[src/rtl/match_window_counter_pkg.sv]
// Shared definitions for the match window counter: report slot states and
// parameter defaults.
package match_window_counter_pkg;

    typedef enum logic {
        S_EMPTY = 1'b0,
        S_FULL  = 1'b1
    } slot_e;

    localparam int CNT_W_DEF   = 8;
    localparam int WIN_LEN_DEF = 16;

endpackage

[src/rtl/match_window_counter_sat_accum.sv]
// Saturating 0/1 increment accumulator with a sticky saturation flag.
// sum/sum_sat expose the value this edge would produce, for close-edge capture.
module sat_accum
    import match_window_counter_pkg::*;
#(
    parameter int CNT_W = CNT_W_DEF
) (
    input  logic             clk,
    input  logic             rst_n,
    input  logic             load_zero,
    input  logic             inc,
    output logic [CNT_W-1:0] sum,
    output logic             sum_sat
);

    logic [CNT_W-1:0] acc;
    logic             acc_sat;

    // NOTE: every output of a combinational block is assigned before any branch,
    // so no path leaves a value held and no latch is inferred.
    always_comb begin
        sum     = acc + CNT_W'(inc);
        sum_sat = acc_sat;
        if (inc && (acc == '1)) begin
            sum     = acc;
            sum_sat = 1'b1;
        end
    end

    // NOTE: state registers use non-blocking assignments so every flop samples
    // pre-edge values regardless of block ordering.
    always_ff @(posedge clk or negedge rst_n) begin
        if (!rst_n) begin
            acc     <= '0;
            acc_sat <= 1'b0;
        end else if (load_zero) begin
            acc     <= '0;
            acc_sat <= 1'b0;
        end else begin
            acc     <= sum;
            acc_sat <= sum_sat;
        end
    end

endmodule

[src/rtl/match_window_counter.sv]
// Counts match pulses over fixed windows of WIN_LEN cycles and publishes each
// window's count through a one-entry valid/ready slot with a sticky overrun flag.
module match_window_counter
    import match_window_counter_pkg::*;
#(
    parameter  int CNT_W   = CNT_W_DEF,
    parameter  int WIN_LEN = WIN_LEN_DEF,
    localparam int WIN_W   = $clog2(WIN_LEN)
) (
    input  logic             clk,
    input  logic             rst_n,
    input  logic             ans_in,
    input  logic             clr,
    output logic             rpt_valid,
    input  logic             rpt_ready,
    output logic [CNT_W-1:0] rpt_count,
    output logic             rpt_sat,
    output logic             rpt_overrun
);

    logic [WIN_W-1:0] win_pos;
    logic             close;
    logic [CNT_W-1:0] f_count;
    logic             f_sat;
    slot_e            slot, slot_nxt;
    logic             load_rec;
    logic             drop_rec;

    assign close     = (win_pos == WIN_W'(WIN_LEN - 1));
    assign rpt_valid = (slot == S_FULL);

    sat_accum #(.CNT_W(CNT_W)) u_accum (
        .clk       (clk),
        .rst_n     (rst_n),
        .load_zero (clr | close),
        .inc       (ans_in),
        .sum       (f_count),
        .sum_sat   (f_sat)
    );

    always_ff @(posedge clk or negedge rst_n) begin
        if (!rst_n) begin
            win_pos <= '0;
        end else if (clr || close) begin
            win_pos <= '0;
        end else begin
            win_pos <= win_pos + WIN_W'(1);
        end
    end

    always_comb begin
        slot_nxt = slot;
        load_rec = 1'b0;
        drop_rec = 1'b0;
        case (slot)
            S_EMPTY: begin
                if (close) begin
                    load_rec = 1'b1;
                    slot_nxt = S_FULL;
                end
            end
            S_FULL: begin
                if (close) begin
                    // A close while the consumer takes the old record is a clean hand-off.
                    load_rec = rpt_ready;
                    drop_rec = !rpt_ready;
                end else if (rpt_ready) begin
                    slot_nxt = S_EMPTY;
                end
            end
            default: slot_nxt = S_EMPTY;
        endcase
    end

    always_ff @(posedge clk or negedge rst_n) begin
        if (!rst_n) begin
            slot        <= S_EMPTY;
            rpt_count   <= '0;
            rpt_sat     <= 1'b0;
            rpt_overrun <= 1'b0;
        end else if (clr) begin
            slot        <= S_EMPTY;
            rpt_count   <= '0;
            rpt_sat     <= 1'b0;
            rpt_overrun <= 1'b0;
        end else begin
            slot <= slot_nxt;
            if (load_rec) begin
                rpt_count <= f_count;
                rpt_sat   <= f_sat;
            end
            if (drop_rec) begin
                rpt_overrun <= 1'b1;
            end
        end
    end

endmodule

[config.mk]
export PLATFORM = sky130hd
export DESIGN_NAME = match_window_counter
export DESIGN_NICKNAME = d
export VERILOG_FILES = /design/src/rtl/match_window_counter_pkg.sv /design/src/rtl/match_window_counter_sat_accum.sv /design/src/rtl/match_window_counter.sv
export SDC_FILE = /design/constraint.sdc
export NUM_CORES = 1
export LEC_CHECK = 0
export BUFFER_PORTS_ARGS = -buffer_cell sky130_fd_sc_hd__buf_2
export CAP_MARGIN = 20
export CORE_AREA = 2 2 59 61
export CTS_CLUSTER_DIAMETER = 50
export DETAILED_ROUTE_END_ITERATION = 8
export DIE_AREA = 0 0 61 63
export SYNTH_ARGS = -nofsm -noshare
export SYNTH_HDL_FRONTEND = slang
export SYNTH_HIERARCHICAL = 1
export SYNTH_SLANG_ARGS = --single-unit
[constraint.sdc]
create_clock -name clk -period 2.3 [get_ports clk]
set_input_delay 0.575 -clock clk [delete_from_list [all_inputs] [get_ports clk]]
set_output_delay 0.575 -clock clk [all_outputs]
set_load 0.05 [all_outputs]
-- Yosys cells after proc, flatten, opt, wreduce, memory -nomap -nowiden
Index checks and enable logic that the tools add are counted.
- add/subtract/negate cells: 2
- mux-type cells: 20
- bitwise logic cells: 2
- equal/unequal tests: 2
- reduce and logical (&&, ||, !) cells: 5
- operators with widths (kind ; number):
    2-to-1 mux 8 bit ; 4
    2-to-1 mux 1 bit ; 13
    adder 8 x 1 -> 8 bit ; 1
    == test 8 bit (second input constant) ; 1
    adder 4 x 1 -> 4 bit (second input constant) ; 1
    == test 4 bit (second input constant) ; 1
    2-to-1 mux 4 bit ; 1
    one-hot mux 1 bit (2 select lines) ; 2
    nonzero test 2 bit ; 2
    logical AND 1 bit ; 1
    logical NOT 1 bit ; 1
    logical OR 1 bit ; 1
    NOT 1 bit ; 1
    OR 1 bit ; 1
- word-level logic and storage cells: 38
- output and inout port bits: 11
- register bits: 24
- input port bits: 5

-- Logic depth before layout (Yosys ltp)
Gate-level depths: netlist (run 1).
- word-level depth: 5
- gate-level depth with buffers: 7
- gate-level depth less buffers: 7

-- By module
Netlist (run 1), hierarchy kept.
- modules (own cells, without submodules) (module ; seq. area each (µm²) ; cells an instance ; instances ; area each (µm²)):
    match_window_counter ; 375.4 ; 62 ; 1 ; 666.9
    sat_accum ; 225.2 ; 60 ; 1 ; 548.0

-- Least setup slack after synthesis (run 1)
OpenSTA, ideal clock, no wires.
- path kind: input-to-reg
- start: input port ans_in
- end: register rpt_count[6]
- cell stages on the path: 6
- slack: 0.449 ns
- setup time: 0.078 ns
- arrival: 1.773 ns
- required time: 2.222 ns
- path buffers: 0
- cells stage by stage: ha_1 -> ha_1 -> and3_1 -> a21oi_1 -> or3b_1 -> a21oi_1
- cells in the longest elaborated chain, start to end: 4
- elaborated cells on any way between the ends: 5
- classes of those cells: 1 x add/sub; 3 x mux; 1 x reduce/logical
- ends and longest elaborated chain (item ; line ; text):
    start, declared ; match_window_counter.sv:12 ; input logic ans_in,
    adder 8 x 1 -> 8 bit or logical AND 1 bit (tied branches) ; match_window_counter_sat_accum.sv:22, match_window_counter_sat_accum.sv:24 ;
    2-to-1 mux 8 bit (*) ; match_window_counter_sat_accum.sv:24 ; if (inc && (acc == '1)) begin
    named net f_count[6] ; match_window_counter.sv:23 ; logic [CNT_W-1:0] f_count;
    2-to-1 mux 8 bit (*) ; match_window_counter.sv:88 ; if (load_rec) begin
    2-to-1 mux 8 bit (*) ; match_window_counter.sv:81 ; end else if (clr) begin
    end signal, assigned ; match_window_counter.sv:89 ; rpt_count <= f_count;
    end, declared ; match_window_counter.sv:16 ; output logic [CNT_W-1:0] rpt_count,
The timed path passes the listed nets; every way through them passes the cells marked *. The select of a mux whose other input is x is not followed.
A chain may end at the register's enable or synchronous reset.

-- Worst setup path after layout (run 1)
- start: register u_accum.acc[0]
- end: register rpt_count[6]
- cells in the longest elaborated chain, start to end: 5
- elaborated cells on any way between the ends: 6
- classes of those cells: 1 x add/sub; 1 x eq/ne; 3 x mux; 1 x reduce/logical
- ends and longest elaborated chain (item ; line ; text):
    start, declared ; match_window_counter_sat_accum.sv:16 ; logic [CNT_W-1:0] acc;
    start signal, assigned ; match_window_counter_sat_accum.sv:40 ; acc <= sum;
    parallel branches: the longest is 2 deep, another holds adder 8 x 1 -> 8 bit ; n/a ;
    2-to-1 mux 8 bit (*) ; match_window_counter_sat_accum.sv:24 ;
    named net f_count[6] ; match_window_counter.sv:23 ;
    2-to-1 mux 8 bit (*) ; match_window_counter.sv:88 ;
    2-to-1 mux 8 bit (*) ; match_window_counter.sv:81 ;
Mark *: on every way through the listed nets, which the timed path passes. The select of a mux whose other input is x is not followed.

==> out/metrics.yaml, run 1 <==
status: "completed"
drive_gt1_frac: 0.187
fill_cells: 352
final_core_util: 0.419
syn_nets: 130
cp.arrival_ps: 1990
initial_core_util: 0.376
cts_tree: "yes"
ys_seq_area_frac: 0.494
cts_setup_buffers: 0
synthMuxAreaShare: 0.00927
fp.dieW_um: 61
syn_to_final_growth_pct: 11.4
critPathLaunchType: "flop"
die_y_um: 63
required_ps: 2530
instances_no_fill: 180
hp-class: "primary input to async pin"
overflow: 0
final-max-slew-violation-count: 0
clockBufferDepth: 2
slowest_delay_ps: 410
crit_family: "simple AND/OR/NAND/NOR gates"
gp_congestion: 0.895
relSlewSlack: 0.641
grt_pass1_wl_mm: 3.75
vias_per_cell: 5.11
dr.pass1.iters: 4
synthTopCellsByArea: "dfrtp_1, or3b_1, a31oi_1"
wl_mm: 2.19
ctsResizeCount: 0
grt_max_degree: 25
critPathKind: "flop to flop"
synth-adder-area-share: 0.0309
critPathMaxFanout: 6
skew_ps: 5.03
nets: 143
hold_viol_final: 0
cts_made_buffers: 3
wl_per_cell_um: 12.2
fin_setup_tns_ps: 0
drc: 0
synth_top_family_by_area: "simple AND/OR/NAND/NOR gates"
antenna_found_initial: 0
diodes: 0
seq_area_um2: 601
ant_nets: 0
comb_power_share: 0.065
clock_sinks: 24
cp_num_buf_inv: 0
pwr-share-seq: 0.628
final-setup-viol-count: 0
place_inst: 176
synth_top_area_share: 0.494
switching_share: 0.224
p_int_mw: 0.541
max_cap_viol_count: 0
synth_top_cell_by_area: "dfrtp_1"
hold_ws_ps: 234
power_mw: 0.698
dpl.hpwl_mm: 1.59
ys_warn_count: 6
ir_worst_vdd_uv: 211
drt-initial-drc-count: 73
multi_input_area_um2: 554
critical-path-slowest-cell: "dfrtp_1"
crit_chain: "ha_1 -> ha_1 -> and3_1 -> a21oi_1 -> or3b_1 -> a21oi_1"
place_area_um2: 1320
postLayoutCellArea_um2: 1350
vias: 920
synthesis.instances: 122
cellPowerDensity_nw_per_um2: 515
grt_pass1_vias: 845
rr_worst_depth: 6
rsz0062_at_grt: "false"
dieArea_um2: 3840
netlist_area_um2: 1210
clk_latency_ps: 300
yosysUniqueCellTypes: 31
ctsHtreeMaxLevel: 1
io_buffers: 15
path_depth: 6
synthSimpleGateAreaFrac: 0.237
period_share: 0.765
switchingPower_mw: 0.156
worst_pin_slew_ps: 539
synth_compound_area_frac: 0.158
fin_ws_ps: 540
leakagePower_nw: 0.632
grt.total_usage: 0.126
path_clk_slew_ps: 130
cts_hold_buf: 0
rows: 21
power_frac_clock: 0.307
max_freq_mhz: 568
core_area_um2: 3230
crit_path_end_kind: "flop"
fin_crit_ps: 1760
io_pins: 16
root_buffer: "clkbuf_4"
postSynthAreaPerCell_um2: 9.96
place_ws_ps: 226
synth-xor-area-share: 0.0216
ys_seq_elements: 24
logic make-up after synthesis:
group | after synthesis
buf+inv | 13
simple gates | 45
fa+ha+maj | 3
compound gates | 33
xor+xnor | 3
flops | 24
mux | 1
worst register-to-register path, cell delays in order (launching register included):
cell and delay [ps]:
dfrtp_1 410, ha_1 250, ha_1 270, and3_1 190
a21oi_1 110, or3b_1 340, a21oi_1 140
layout make-up:
class	instances	area share
tap	46	0.0425
clock buffer	4	0.0268
multi-input combinational	85	0.409
sequential	24	0.444
timing repair buffer	17	0.0665
inverter	4	0.0111
final timing paths:
kind,from,endpoint,slack (ps)
min in group clk,win_pos[0],win_pos[0],470
worst max-delay path,u_accum/acc[0],rpt_count[6],540
worst max register to register,u_accum/acc[0],rpt_count[6],540
max in group asynchronous,rst_n,rpt_count[7],1710
worst min register to register,win_pos[0],win_pos[0],470
worst min-delay path,rst_n,u_accum/acc[3],230
state kept, by name (all words and copies together) (netlist names):
| register | cells |
|---|---|
| rpt_valid | 1 |
| rpt_count | 8 |
| u_accum/acc_sat | 1 |
| u_accum/acc | 8 |
| rpt_sat | 1 |
| win_pos | 4 |
| rpt_overrun | 1 |
synth_stat cells (all sizes together):
| cell | instances |
|---|---|
| a31oi | 10 |
| o21ai | 9 |
| a211oi | 2 |
| xnor2 | 1 |
| and3 | 2 |
| a41oi | 1 |
| nand2b | 1 |
| nor3 | 4 |
| or3b | 9 |
| clkbuf | 4 |
| inv | 4 |
| and4 | 1 |
| xor2 | 2 |
| nor2 | 15 |
| nor4b | 1 |
| dfrtp | 24 |
| ha | 3 |
| and2 | 1 |
| nor2b | 2 |
| nand4 | 2 |
| nand2 | 2 |
| and2b | 1 |
| mux2 | 1 |
| a21oi | 11 |
| nand3 | 4 |
| buf | 5 |
layer usage:
layer	vias to the layer above	part of all wire	global-route usage	wire, um
li1	460	-	-	-
met1	428	0.48	0.185	1050
met2	28	0.46	0.187	1020
met3	4	0.043	0.0248	95
met4	0	0.011	0.0326	25
met5	-	0	0	0
power by group through the flow:
stage               combinational (mW)  clock (mW)  sequential, mW
finish                          0.0454       0.214           0.438
global placement                0.0455           0           0.446
floorplan                       0.0269           0           0.444
global route                    0.0528       0.250           0.440
CTS                             0.0464       0.230           0.438
detailed placement              0.0461           0           0.446
cells in the final DEF, fill, tap and decap left out:
master and n:
nor3_1 4, nand3_1 3, and2b_1 1, buf_4 2, a211oi_1 1, inv_1 4, nand4_1 2, clkbuf_4 3
nand2_1 2, buf_2 15, clkbuf_8 1, ha_1 3, a41oi_1 1, nor2b_1 2, and4_4 1, mux2_1 1
nor2_1 15, a211oi_2 1, nand3_4 1, or3b_1 9, and2_1 1, a21oi_1 11, o21ai_1 9, xnor2_1 1
nand2b_1 1, dfrtp_1 24, nor4b_4 1, xor2_1 2, a31oi_1 10, and3_1 2
(Power assumes the default switching activity.)
==> run 2: changes to the inputs <==
--- a/config.mk
+++ b/config.mk
@@ -5,12 +5,13 @@
 export SDC_FILE = /design/constraint.sdc
 export NUM_CORES = 1
 export LEC_CHECK = 0
+export ABC_AREA = 1
 export BUFFER_PORTS_ARGS = -buffer_cell sky130_fd_sc_hd__buf_2
 export CAP_MARGIN = 20
-export CORE_AREA = 2 2 59 61
+export CORE_AREA = 2 2 58 60
 export CTS_CLUSTER_DIAMETER = 50
 export DETAILED_ROUTE_END_ITERATION = 8
-export DIE_AREA = 0 0 61 63
+export DIE_AREA = 0 0 60 62
 export SYNTH_ARGS = -nofsm -noshare
 export SYNTH_HDL_FRONTEND = slang
 export SYNTH_HIERARCHICAL = 1
==> constraint.sdc (replaced) <==
create_clock -name clk -period 1.8 [get_ports clk]
set_input_delay 0.45 -clock clk [delete_from_list [all_inputs] [get_ports clk]]
set_output_delay 0.45 -clock clk [all_outputs]
set_load 0.05 [all_outputs]
==> run 2 against run 1 <==
Against the previous run: clock skew is 5.2 ps higher; first-iteration DRC count shrank 82%; wire length rose by 2.2%; sequential share of layout area fell by 0.61 points; sequential power increased by 27%; synthesized cell count grew 16%; highest routed layer unchanged.
==> out/metrics.yaml, run 2 <==
status: "completed"
root_buffer: "clkbuf_4"
drc: 0
synthFlopType: "dfrtp_1"
grt_pass1_vias: 873
fin_ws_ps: 368
drt-initial-drc-count: 13
leakagePower_nw: 0.726
yosysMostFrequentCell: "nand2_1"
synthTopCellsByArea: "dfrtp_1, nand2_1, nand4_1"
synth_top_cell_by_area: "dfrtp_1"
hold_viol_final: 0
period_share: 0.795
io_buffers: 15
fin_setup_tns_ps: 0
final_cell_mix: "nand2_1, dfrtp_1, inv_1"
max_freq_mhz: 698
clockBufferDepth: 2
p_int_mw: 0.793
critPathKind: "flop to output port"
switchingPower_mw: 0.216
place_ws_ps: 184
cp_num_buf_inv: 1
dieArea_um2: 3720
comb_power_share: 0.061
cts_setup_buffers: 0
grt_max_degree: 25
crit_path_end_kind: "output port"
diodes: 0
critPathMaxFanout: 3
vias: 978
io_pins: 16
wl_mm: 2.24
synthesis.instances: 142
final-setup-viol-count: 0
syn_nets: 150
fp.dieW_um: 60
final-max-slew-violation-count: 0
power_frac_clock: 0.385
power_mw: 1.01
ctsResizeCount: 0
ctsHtreeMaxLevel: 1
dpl.hpwl_mm: 1.71
initial_core_util: 0.377
ys_warn_count: 6
multi_input_area_um2: 512
worst_pin_slew_ps: 536
wl_per_cell_um: 10.9
hp-class: "primary input to async pin"
vias_per_cell: 4.77
max_cap_viol_count: 0
dr.pass1.iters: 4
die_y_um: 62
crit_family: "flip-flops"
cp.arrival_ps: 980
clk_latency_ps: 320
cts_hold_buf: 0
postSynthAreaPerCell_um2: 8.45
rows: 21
gp_congestion: 0.763
async_flop_share: 1.00
yosys-top-cells-count: "nand2_1, dfrtp_1, inv_1"
overflow: 0
final_common_cell: "nand2_1"
cts_made_buffers: 3
top_regs: "rpt_count x8, u_accum/acc x8, win_pos x4"
fin_crit_ps: 1430
switching_share: 0.214
antenna_found_initial: 0
clock_sinks: 24
rsz0062_at_grt: "false"
hold_ws_ps: 87.3
netlist_area_um2: 1200
cts_tree: "yes"
cellPowerDensity_nw_per_um2: 735
required_ps: 1350
drive_gt1_frac: 0.189
ir_worst_vdd_uv: 549
critical-path-slowest-cell: "dfrtp_1"
skew_ps: 10.2
seq_area_um2: 601
fill_cells: 317
syn_to_final_growth_pct: 14.4
ys_seq_area_frac: 0.501
relSlewSlack: 0.643
pwr-share-seq: 0.553
crit_chain: "buf_2"
ant_nets: 0
final_core_util: 0.432
ys_seq_elements: 24
path_clk_slew_ps: 140
synth_top_area_share: 0.501
core_area_um2: 3180
yosysUniqueCellTypes: 20
synth-edff-count: 0
grt_pass1_wl_mm: 3.66
critPathLaunchType: "flop"
slowest_delay_ps: 390
grt.total_usage: 0.135
nets: 168
-- run 2: per-stage QoR --
stage                     instances  cell area, um2
after floorplan                 142            1200
after CTS                       205            1370
after global placement          201            1320
after global routing            205            1370
final                           205            1370
after detailed placement        201            1320
-- run 2: per-layer routing --
layer  part of all wire  GRT usage
met5                  0          0
met4             0.0085     0.0667
met2               0.55      0.252
met3              0.019     0.0248
met1               0.42      0.146
-- run 2: worst paths after layout --
path                                start  slack, ps             end  depth (start not counted)
max                             rpt_valid        370       rpt_valid                          1
min                                 rst_n         90    rpt_count[5]                          1
max reg2reg                u_accum/acc[0]        400    rpt_count[2]                          6
min reg2reg                  rpt_count[5]        480    rpt_count[5]                          2
max in group asynchronous           rst_n       1340  u_accum/acc[4]                          1
min in group clk                      clr        270       rpt_valid                          2
-- run 2: cell type report --
type	count	area share
clock buffer	3	0.0164
inverter	18	0.0492
timing repair buffer	16	0.0602
clock inverter	1	0.0219
multi-input combinational	97	0.373
tap	46	0.0419
sequential	24	0.438
-- run 2: cells by family (layout without fill, tap and decap cells) --
kind of cell / count (synthesis) / after routing / share of synthesized area
adder cells (fa/ha/maj): 3 / 3 / 0.0313
XOR/XNOR: 1 / 1 / 0.00730
AO/OA/AOI/OAI: 15 / 15 / 0.0740
buffers and inverters: 21 / 38 / 0.0730
flip-flops: 24 / 24 / 0.501
AND/OR/NAND/NOR: 78 / 78 / 0.314
-- run 2: power groups by stage --
stage | clock network (mW) | logic [mW] | registers [mW]
after global placement | 0 | 0.0634 | 0.568
final | 0.389 | 0.0619 | 0.558
after floorplan | 0 | 0.0386 | 0.567
after detailed placement | 0 | 0.0639 | 0.568
after global routing | 0.423 | 0.0734 | 0.560
after CTS | 0.402 | 0.0641 | 0.558
==> run 3: changes to the inputs <==
==> constraint.sdc (replaced) <==
create_clock -name clk -period 1.39 [get_ports clk]
set_input_delay 0.3475 -clock clk [delete_from_list [all_inputs] [get_ports clk]]
set_output_delay 0.3475 -clock clk [all_outputs]
set_load 0.05 [all_outputs]
==> run 3 against run 2 <==
Against the previous run: sequential power increased by 30%; power increased by 33%; wire length increased by 13%; hold slack improved by 94 ps; design area increased by 8.7%; critical path type unchanged; critical endpoint is now rpt_count[4]; largest power group unchanged.
==> out/metrics.yaml, run 3 (synthesis gave the netlist of run 2 again) <==
status: "completed"
max_freq_mhz: 765
period_share: 0.940
comb_power_share: 0.082
ir_worst_vdd_uv: 557
clockBufferDepth: 2
final_cell_mix: "nand2_1, dfrtp_1, inv_1"
io_pins: 16
max_cap_viol_count: 0
critPathLaunchType: "flop"
gp_congestion: 0.755
io_buffers: 15
initial_core_util: 0.377
ctsHtreeMaxLevel: 1
nets: 176
overflow: 0
vias: 1008
worst_pin_slew_ps: 530
dieArea_um2: 3720
clock_sinks: 24
fin_ws_ps: 82.7
slowest_delay_ps: 380
instances_no_fill: 213
clk_latency_ps: 320
top_regs: "rpt_count x8, u_accum/acc x8, win_pos x4"
path_clk_slew_ps: 140
syn_to_final_growth_pct: 24.3
grt.total_usage: 0.142
wl_mm: 2.53
cts_tree: "yes"
ant_nets: 0
fin_setup_tns_ps: 0
final-max-slew-violation-count: 0
required_ps: 1040
dr.pass1.iters: 4
crit_family: "flip-flops"
fin_crit_ps: 1310
vias_per_cell: 4.73
hold_viol_final: 0
final-setup-viol-count: 0
cellPowerDensity_nw_per_um2: 899
critPathKind: "flop to output port"
power_mw: 1.34
crit_chain: "buf_2"
diodes: 0
leakagePower_nw: 0.755
place_ws_ps: -103
switching_share: 0.218
grt_max_degree: 25
power_frac_clock: 0.377
fp.dieW_um: 60
wl_per_cell_um: 11.9
cp_num_buf_inv: 1
dpl.hpwl_mm: 1.74
rows: 21
p_int_mw: 1.05
relSlewSlack: 0.647
switchingPower_mw: 0.293
cts_setup_buffers: 0
core_area_um2: 3180
final_common_cell: "nand2_1"
grt_pass1_wl_mm: 3.85
root_buffer: "clkbuf_4"
place_inst: 207
skew_ps: 6.81
drc: 0
crit_path_end_kind: "output port"
cts_made_buffers: 3
pwr-share-seq: 0.541
critical-path-slowest-cell: "dfrtp_1"
drt-initial-drc-count: 19
cp.arrival_ps: 960
antenna_found_initial: 0
die_y_um: 62
drive_gt1_frac: 0.269
grt_pass1_vias: 924
critPathMaxFanout: 2
hp-class: "primary input to flop"
run 3: final cells by class:
cell class	count	area, um2
clock buffers	3	22.5
flip-flops and latches	24	602
inverters	18	67.6
clock inverters	1	30.0
multi-input cells	98	572
repair buffers	23	140
well taps	46	57.6
fillers	322	1690
run 3: layer usage:
| layer | track usage | share of wire | up-vias |
|---|---|---|---|
| li1 | - | - | 515 |
| met1 | 0.165 | 0.41 | 484 |
| met2 | 0.255 | 0.57 | 7 |
| met3 | 0.0186 | 0.012 | 2 |
| met4 | 0.0762 | 0.0075 | 0 |
| met5 | 0 | 0 | - |
run 3: through the flow:
step	utilization	hold slack, ps	area (um2)
6_report	0.469	181	1490
5_1_grt	0.469	186	1490
4_1_cts	0.449	170	1430
3_5_place_dp	0.429	359	1370
3_3_place_gp	0.429	359	1370
2_1_floorplan	-	51.9	1200
run 3: power groups by stage:
stage                     logic (mW)  registers (mW)  clock network (mW)
after global routing           0.126           0.727               0.538
after global placement        0.0971           0.734                   0
after floorplan               0.0500           0.734                   0
final                          0.110           0.725               0.505
after CTS                      0.102           0.722               0.522
after detailed placement      0.0992           0.735                   0
run 3: final timing paths:
path / start / end / slack (ps) / cells past startpoint
worst max-delay path: rpt_count[4] / rpt_count[4] / 80 / 1
max in group asynchronous: rst_n / u_accum/acc[2] / 480 / 2
worst max register to register: u_accum/acc[1] / rpt_count[7] / 90 / 6
min in group asynchronous: rst_n / rpt_count[5] / 520 / 2
worst min-delay path: clr / rpt_valid / 180 / 2
worst min register to register: rpt_count[0] / rpt_count[0] / 480 / 2
run 3: timing repair:
item,in CTS,in global routing
pin swaps,0,2
setup endpoints to repair,1,9
endpoints found under the hold margin,17,0
cloned,0,1
resized for setup,0,13
hold buffers,1,0
